**src/rtl/regfile_2r1w.sv**
```systemverilog
// regfile_2r1w
// ----------------------------------------------------------------------------
// Register file with 2**AW entries of DW bits. It has one write port and two
// independent read ports, both registered. Each entry has its own clear input
// and valid flag. A sequential clear-all sweep engine clears one entry per
// cycle. An optional write-first bypass lets a read return the value that is
// being written or cleared on the same edge.
//
// Ports
//   clk      in   1    rising-edge clock
//   rst      in   1    synchronous active-high reset, overrides everything
//   we       in   1    write enable (discarded while busy)
//   waddr    in   AW   write address
//   wdata    in   DW   write data
//   clr      in   N    per-entry clear, bit i clears entry i
//   clr_all  in   1    start a clear-all sweep (only accepted when idle)
//   raddr_a  in   AW   read address, port A
//   raddr_b  in   AW   read address, port B
//   rdata_a  out  DW   read data A, one cycle after raddr_a
//   rdata_b  out  DW   read data B, one cycle after raddr_b
//   vld      out  N    vld[i]=1 when entry i was written since its last clear
//   busy     out  1    high while the sweep runs (exactly N cycles)
//   wr_drop  out  1    one-cycle pulse after a write was discarded due to busy
// ----------------------------------------------------------------------------
module regfile_2r1w #(
    parameter int unsigned   AW     = 2,
    parameter int unsigned   DW     = 8,
    parameter logic [DW-1:0] IV     = {DW{1'b0}},
    parameter bit            BYPASS = 1'b1
) (
    input  logic                clk,
    input  logic                rst,
    input  logic                we,
    input  logic [AW-1:0]       waddr,
    input  logic [DW-1:0]       wdata,
    input  logic [(2**AW)-1:0]  clr,
    input  logic                clr_all,
    input  logic [AW-1:0]       raddr_a,
    input  logic [AW-1:0]       raddr_b,
    output logic [DW-1:0]       rdata_a,
    output logic [DW-1:0]       rdata_b,
    output logic [(2**AW)-1:0]  vld,
    output logic                busy,
    output logic                wr_drop
);

    localparam int unsigned   N        = 2**AW;
    localparam logic [AW-1:0] IDX_LAST = AW'(N - 1);

    typedef enum logic [0:0] {
        ST_IDLE  = 1'b0,
        ST_SWEEP = 1'b1
    } state_t;

    state_t         state_r;
    state_t         state_next_s;
    logic [AW-1:0]  idx_r;
    logic [AW-1:0]  idx_next_s;
    logic           busy_r;
    logic           wr_drop_r;

    logic [DW-1:0]  mem_r      [N];
    logic [DW-1:0]  mem_next_s [N];
    logic [N-1:0]   vld_r;
    logic [N-1:0]   vld_next_s;

    logic [DW-1:0]  rdata_a_r;
    logic [DW-1:0]  rdata_b_r;
    logic [DW-1:0]  rdata_a_next_s;
    logic [DW-1:0]  rdata_b_next_s;

    logic           sweep_s;
    logic           wr_ok_s;

    // Sweep phase decode and write acceptance (writes only land while idle).
    always_comb begin
        sweep_s = (state_r == ST_SWEEP);
        wr_ok_s = we & ~sweep_s;
    end

    // Sweep FSM next state: the idx==N-1 clear is the last one, then exit.
    always_comb begin
        state_next_s = state_r;
        idx_next_s   = idx_r;
        case (state_r)
            ST_IDLE: begin
                if (clr_all) begin
                    state_next_s = ST_SWEEP;
                    idx_next_s   = {AW{1'b0}};
                end else begin
                    state_next_s = ST_IDLE;
                    idx_next_s   = {AW{1'b0}};
                end
            end
            ST_SWEEP: begin
                if (idx_r == IDX_LAST) begin
                    state_next_s = ST_IDLE;
                    idx_next_s   = {AW{1'b0}};
                end else begin
                    state_next_s = ST_SWEEP;
                    idx_next_s   = idx_r + AW'(1);
                end
            end
            default: begin
                state_next_s = ST_IDLE;
                idx_next_s   = {AW{1'b0}};
            end
        endcase
    end

    // Per-entry next value: clear (clr bit or sweep pointer) beats write.
    always_comb begin
        vld_next_s = vld_r;
        for (int i = 0; i < N; i++) begin
            mem_next_s[i] = mem_r[i];
            if (clr[i] || (sweep_s && (idx_r == AW'(i)))) begin
                mem_next_s[i] = IV;
                vld_next_s[i] = 1'b0;
            end else if (wr_ok_s && (waddr == AW'(i))) begin
                mem_next_s[i] = wdata;
                vld_next_s[i] = 1'b1;
            end else begin
                mem_next_s[i] = mem_r[i];
                vld_next_s[i] = vld_r[i];
            end
        end
    end

    // Read mux: bypass selects the post-edge entry image, otherwise the old one.
    always_comb begin
        if (BYPASS) begin
            rdata_a_next_s = mem_next_s[raddr_a];
            rdata_b_next_s = mem_next_s[raddr_b];
        end else begin
            rdata_a_next_s = mem_r[raddr_a];
            rdata_b_next_s = mem_r[raddr_b];
        end
    end

    // Control registers: FSM, sweep index, status outputs.
    always_ff @(posedge clk) begin
        if (rst) begin
            state_r   <= ST_IDLE;
            idx_r     <= {AW{1'b0}};
            busy_r    <= 1'b0;
            wr_drop_r <= 1'b0;
        end else begin
            state_r   <= state_next_s;
            idx_r     <= idx_next_s;
            busy_r    <= (state_next_s == ST_SWEEP);
            wr_drop_r <= we & sweep_s;
        end
    end

    // Storage, valid flags and registered read data.
    always_ff @(posedge clk) begin
        if (rst) begin
            for (int i = 0; i < N; i++) begin
                mem_r[i] <= IV;
            end
            vld_r     <= {N{1'b0}};
            rdata_a_r <= IV;
            rdata_b_r <= IV;
        end else begin
            for (int i = 0; i < N; i++) begin
                mem_r[i] <= mem_next_s[i];
            end
            vld_r     <= vld_next_s;
            rdata_a_r <= rdata_a_next_s;
            rdata_b_r <= rdata_b_next_s;
        end
    end

    assign rdata_a = rdata_a_r;
    assign rdata_b = rdata_b_r;
    assign vld     = vld_r;
    assign busy    = busy_r;
    assign wr_drop = wr_drop_r;

endmodule

```
**config.mk**
```make
export PLATFORM = sky130hd
export DESIGN_NAME = regfile_2r1w
export DESIGN_NICKNAME = d
export VERILOG_FILES = /design/src/rtl/regfile_2r1w.sv
export SDC_FILE = /design/constraint.sdc
export NUM_CORES = 1
export LEC_CHECK = 0
export ABC_CLOCK_PERIOD_IN_PS = 4200
export CAP_MARGIN = 20
export CORE_MARGIN = 4
export CORE_UTILIZATION = 55
export DETAILED_ROUTE_END_ITERATION = 12
export PLACE_DENSITY = 0.85
export SLEW_MARGIN = 30
export SYNTH_ARGS = -nofsm -noshare
export SYNTH_HDL_FRONTEND = slang
export SYNTH_SLANG_ARGS = --single-unit
export TNS_END_PERCENT = 20
```
**constraint.sdc**
```tcl
create_clock -name clk -period 4.2 [get_ports clk]
set_input_delay 0.84 -clock clk [delete_from_list [all_inputs] [get_ports clk]]
set_output_delay 0.84 -clock clk [all_outputs]
set_load 0.01 [all_outputs]
```
Word-level counts from Yosys, hierarchy flattened
Memory sizes are Yosys's and may differ from the RTL's.
Cells that the tools add are included.

word-level totals
  register bits = 24
  bits in latches = 0
  memory bits (writable) = 32
  ROM bits = 0
  input port bits = 22
  output and inout port bits = 22
  word-level logic and storage cells = 72
  memories = 1

memory list
  name   depth  width  rd ports  clocked after Yosys merged registers in  wr ports  line  source
  mem_r  4      8      4         0                                        4         62    logic [DW-1:0] mem_r [N];

cells by class
  add/sub/neg operators = 1
  $mul = 0
  div/mod/pow operators = 0
  order comparisons = 2
  equality and inequality tests = 6
  shift operators = 0
  muxes and demuxes = 26
  bitwise operators = 9
  reduce and logical (&&, ||, !) cells = 18

operators by type and width
  kind                 count
  $mux 8               16
  $bmux 8 s2           2
  $eq 2x2->1 const B   4
  $logic_and 1x1->1    8
  $reduce_or 2->1      4
  $ge 3x3->1 const B   2
  $not 2->3            2
  $mux 1               5
  $eq 2x1->1 const B   2
  $logic_not 2->1      2
  $logic_or 1x1->1     4
  $or 1x1->1           4
  $pmux 2 s2           1
  $add 2x1->2 const B  1
  $and 1x1->1          2
  $mux 2               1
  $pmux 1 s2           1
  $not 1->1            1

Longest topological paths before layout
  depth after elaboration = 8
  depth in mapped cells = 7
  mapped depth without buffers = 6

Worst setup path after synthesis
OpenSTA, ideal clock, no wires.

  path kind = input to register
  from = input port waddr[0]
  to = register rdata_a_r[7], in the netlist rdata_a[7]
  setup time = 0.132 ns
  arrival time = 1.748 ns
  data required time = 4.068 ns
  slack = 2.320 ns
  stages = 5
  path buffers = 1
  cells stage by stage = nor4b_4 -> buf_6 -> mux2i_1 -> o22a_1 -> a21oi_2

on the way
  word-level cells in the longest chain between the ends = 7
  elaborated cells on any way between the ends = 19
  those cells by class = eq/ne: 3; mux: 11; reduce/logical: 5

ends and longest elaborated chain
  element                                         line  source
  start: declaration                              34    input logic [AW-1:0] waddr,
  $eq 2x2->1 (tied with other cells)              119   end else if (wr_ok_s && (waddr == AW'(i))) begin
  $logic_and 1x1->1                               119
  $mux 8                                          119
  $mux 8                                          116   if (clr[i] || (sweep_s && (idx_r == AW'(i)))) begin
  $bmux 8 s2 (*)                                  132   rdata_a_next_s = mem_next_s[raddr_a];
  $mux 8 (implied by the code) (*) (2 in series)  132
  end signal: assignment                          169   rdata_a_r <= rdata_a_next_s;
  end: declaration                                67    logic [DW-1:0] rdata_a_r;

Mark *: on every way between the ends. The rest lies on a longest branch, timed or not. The select of a mux whose other input is x is not followed.
A chain may end at the register's enable or synchronous reset.

Final worst setup path
  from = input port waddr[0]
  to = register rdata_a_r[6], in the netlist rdata_a[6]

The elaborated chain is that of the path after synthesis.

==> impl_metrics.ini <==
[run_status]
outcome = finished, final reports clean

[floorplan]
io_pins = 44
rows = 23
core_mm2 = 0.00400
die_area_mm2 = 0.00525
fp.dieH_um = 72.5
die_x_um = 72.5
start_util = 0.571

[yosys]
muxShareOfSynthArea = 0.140
synthXorXnorAreaFrac = 0
yosys_warnings = 0
synth_top_area_frac = 0.490
syn-num-nets = 248
synth_top_family_by_area = compound AO/OA/AOI/OAI gates
synth-compound-area-share = 0.175
yosys.area.top_type = dfxtp_1
syn_avg_cell_area_um2 = 10.3
ys_top_cells_by_area = dfxtp_1, mux2i_1, o22a_1, nor2_1, a21oi_1
synth.distinct_cells = 25
synth_fa_ha_area_frac = 0.0219
seq_area_frac_synth = 0.490
ys_ff_latch = 56
netlist_area_mm2 = 0.00229
yosys.area_share.simple = 0.136
syn_inst = 222

[placed_design]
hpwl_um = 3490
place_ws_ns = 1.29
place_congestion = 0.793
placed_cell_area_mm2 = 0.00271
portBuffers = 43

[worst_hold_path]
min_from = vld[3]$_SDFFE_PP0P_
hold_path_end = vld[3]$_SDFFE_PP0P_
whs_path_depth = 2
hp-class = reg2reg

[drt]
final_antenna_net_count = 0
drt_iter0_markers = 104
met3WireLength_um = 470
highest_layer = met4
wl_met1_um = 2180
drc = 0
vias = 1769
wl_met2_um = 2520
routed_wl_um = 5250
wl_per_cell_um = 16.9
drt_pass1_iterations = 4
routed_via_density = 5.71

[clock_network]
cts_root_buf = clkbuf_8
path_clk_slew_ns = 0.10
clkLatencyLatePin_ns = 0.31
cts_buffers = 5
clock_path_buffers = 2
h-tree-depth = 2
cts_sinks = 56
cts_setup_buffers = 0
cts_tree = done
ctsResizeCount = 0
cts-hold-fix-buffers = 0

[final_layout]
fin_area_mm2 = 0.00280
insertedDiodeCount = 0
finalNetCount = 285
area_growth_pct = 22.4
final_layout_size_suffix_gt1_frac = 0.0500

[global_route]
antenna_found_initial = 0
grt_pass1_vias = 1797
grt_pass1_wl_um = 8650
overflow = 0
grt_max_degree = 25
track_usage = 0.219

[power]
p_sw_w = 0.000241
pwr-share-comb = 0.105
p_leak_nw = 0.953
switching_share = 0.251
clockPowerShare = 0.329
power_frac_seq = 0.566
peakVddDrop_mv = 0.214
internal_power_w = 0.000721
cellPowerDensity_mw_per_mm2 = 344

[setup_path]
r2r_cells = 4
cp_top_family = simple AND/OR/NAND/NOR gates
end_kind = flip-flop
timing.rr.end = rdata_a[6]$_SDFF_PP0_
worst_r2r_startpoint = busy$_SDFF_PP0_
r2r_setup_slack_ns = 2.19
worstSetupPathType = in2reg
cp_cell_sequence = clkdlybuf4s50_1 -> nor4b_4 -> mux2i_1 -> o22a_1 -> a21oi_1
cp_slowest_cell = nor4b_4
crit_arrival_ns = 2.75
critical_path_buf_inv_count = 1
crit_path_max_incr_delay_ns = 0.77
crit_fanout = 9
start_kind = primary input
worstPathRequired_ns = 4.39

[flow_run]
maxCapViolations = 0

[sta]
final.period_utilization = 0.609
fin_ws_ns = 1.64
fin_skew_ns = 0.00561
slew_headroom = 0.443
tns_ns = 0
slew_violations = 0
worstMarginPinSlew_ns = 0.833
finalCriticalPeriod_ns = 2.56
hold_viol_final = 0
rsz0062_at_grt = no
setup_viol = 0
hold_slack_ns = 0.459
fmax_ghz = 0.391
-- cell families (layout without fill, tap and decap cells) --
group | after synthesis | in the layout
and+or+nand+nor | 60 | 60
buffers and inverters | 16 | 54
muxes | 32 | 32
adders and majority gates | 4 | 4
DFF | 56 | 56
AOI/OAI and AO/OA | 54 | 54
-- final cells by class --
class                   count  area, um2
clock buffers               6       82.6
inverters                   3       11.3
repair buffers             43        425
flip-flops and latches     56       1120
multi-input cells         150       1080
well taps                  50       62.6
clock inverters             2       13.8
fillers                   320       1200
-- power by group through the flow --
stage / Combinational (W) / Sequential, W / Clock [W]
floorplan: 0.0000562 / 0.000556 / 0
global placement: 0.0000996 / 0.000556 / 0
detailed placement: 0.000101 / 0.000556 / 0
CTS: 0.000102 / 0.000544 / 0.000320
global route: 0.000109 / 0.000545 / 0.000343
finish: 0.000101 / 0.000544 / 0.000316
-- worst max-delay path by stage --
stage                     startpoint                     to  slack (ns)  depth (start not counted)
after floorplan             waddr[0]  rdata_a[7]$_SDFF_PP0_        2.32                          5
final                       waddr[0]  rdata_a[6]$_SDFF_PP0_        1.64                          5
after global routing              we  rdata_b[6]$_SDFF_PP0_        1.53                          5
after CTS                   waddr[0]  rdata_a[6]$_SDFF_PP0_        1.64                          5
after global placement      waddr[1]  rdata_a[7]$_SDFF_PP0_        1.34                          5
after detailed placement    waddr[0]  rdata_a[6]$_SDFF_PP0_        1.29                          5
-- worst min-delay path: cells and delay by family (launching register included) --
family / cells / cell delay [ns]
AO/OA/AOI/OAI: 1 / 0.05
buffers and inverters: 1 / 0.05
flip-flops: 1 / 0.32
-- per-stage QoR --
stage | total power (W) | util | std cells
after floorplan | 0.000612 | - | 222
after global placement | 0.000656 | 0.677 | 302
after detailed placement | 0.000658 | 0.677 | 302
after CTS | 0.000966 | 0.701 | 310
after global routing | 0.000997 | 0.699 | 310
final | 0.000962 | 0.699 | 310
-- sequential cells by signal, summed over array words and instances, names as in the netlist --
| register | count |
|---|---|
| rdata_a | 8 |
| mem_r | 32 |
| idx_r | 2 |
| rdata_b | 8 |
| wr_drop | 1 |
| vld | 4 |
| busy | 1 |
-- layout by cell type, fill, tap and decap left out, types with 3 or more instances in the layout --
master and n:
ha_1 4, mux2i_1 32, nor2_1 39, inv_1 3, nand3b_1 4, o22a_1 32
clkbuf_8 6, nand2b_1 5, clkdlybuf4s50_1 42, a21oi_1 19, dfxtp_1 56
-- Yosys cell counts (all sizes together) --
cell type and instances:
inv 3, nand3 2, a21oi 21, nand2 1, nor3b 1, buf 7
nor3 1, or2 1, nand3b 4, ha 4, nor4b 1, mux2i 32
or3 2, dfxtp 56, nand2b 5, clkbuf 6, and4bb 2, nand4b 1
nor2 39, o22a 32, a21o 1
-- metal layers --
metal	vias up	global-route usage
li1	866	-
met1	825	0.295
met2	71	0.334
met3	7	0.0499
met4	0	0.0984
met5	-	0
Note: power is estimated with default switching activity, not from simulation.
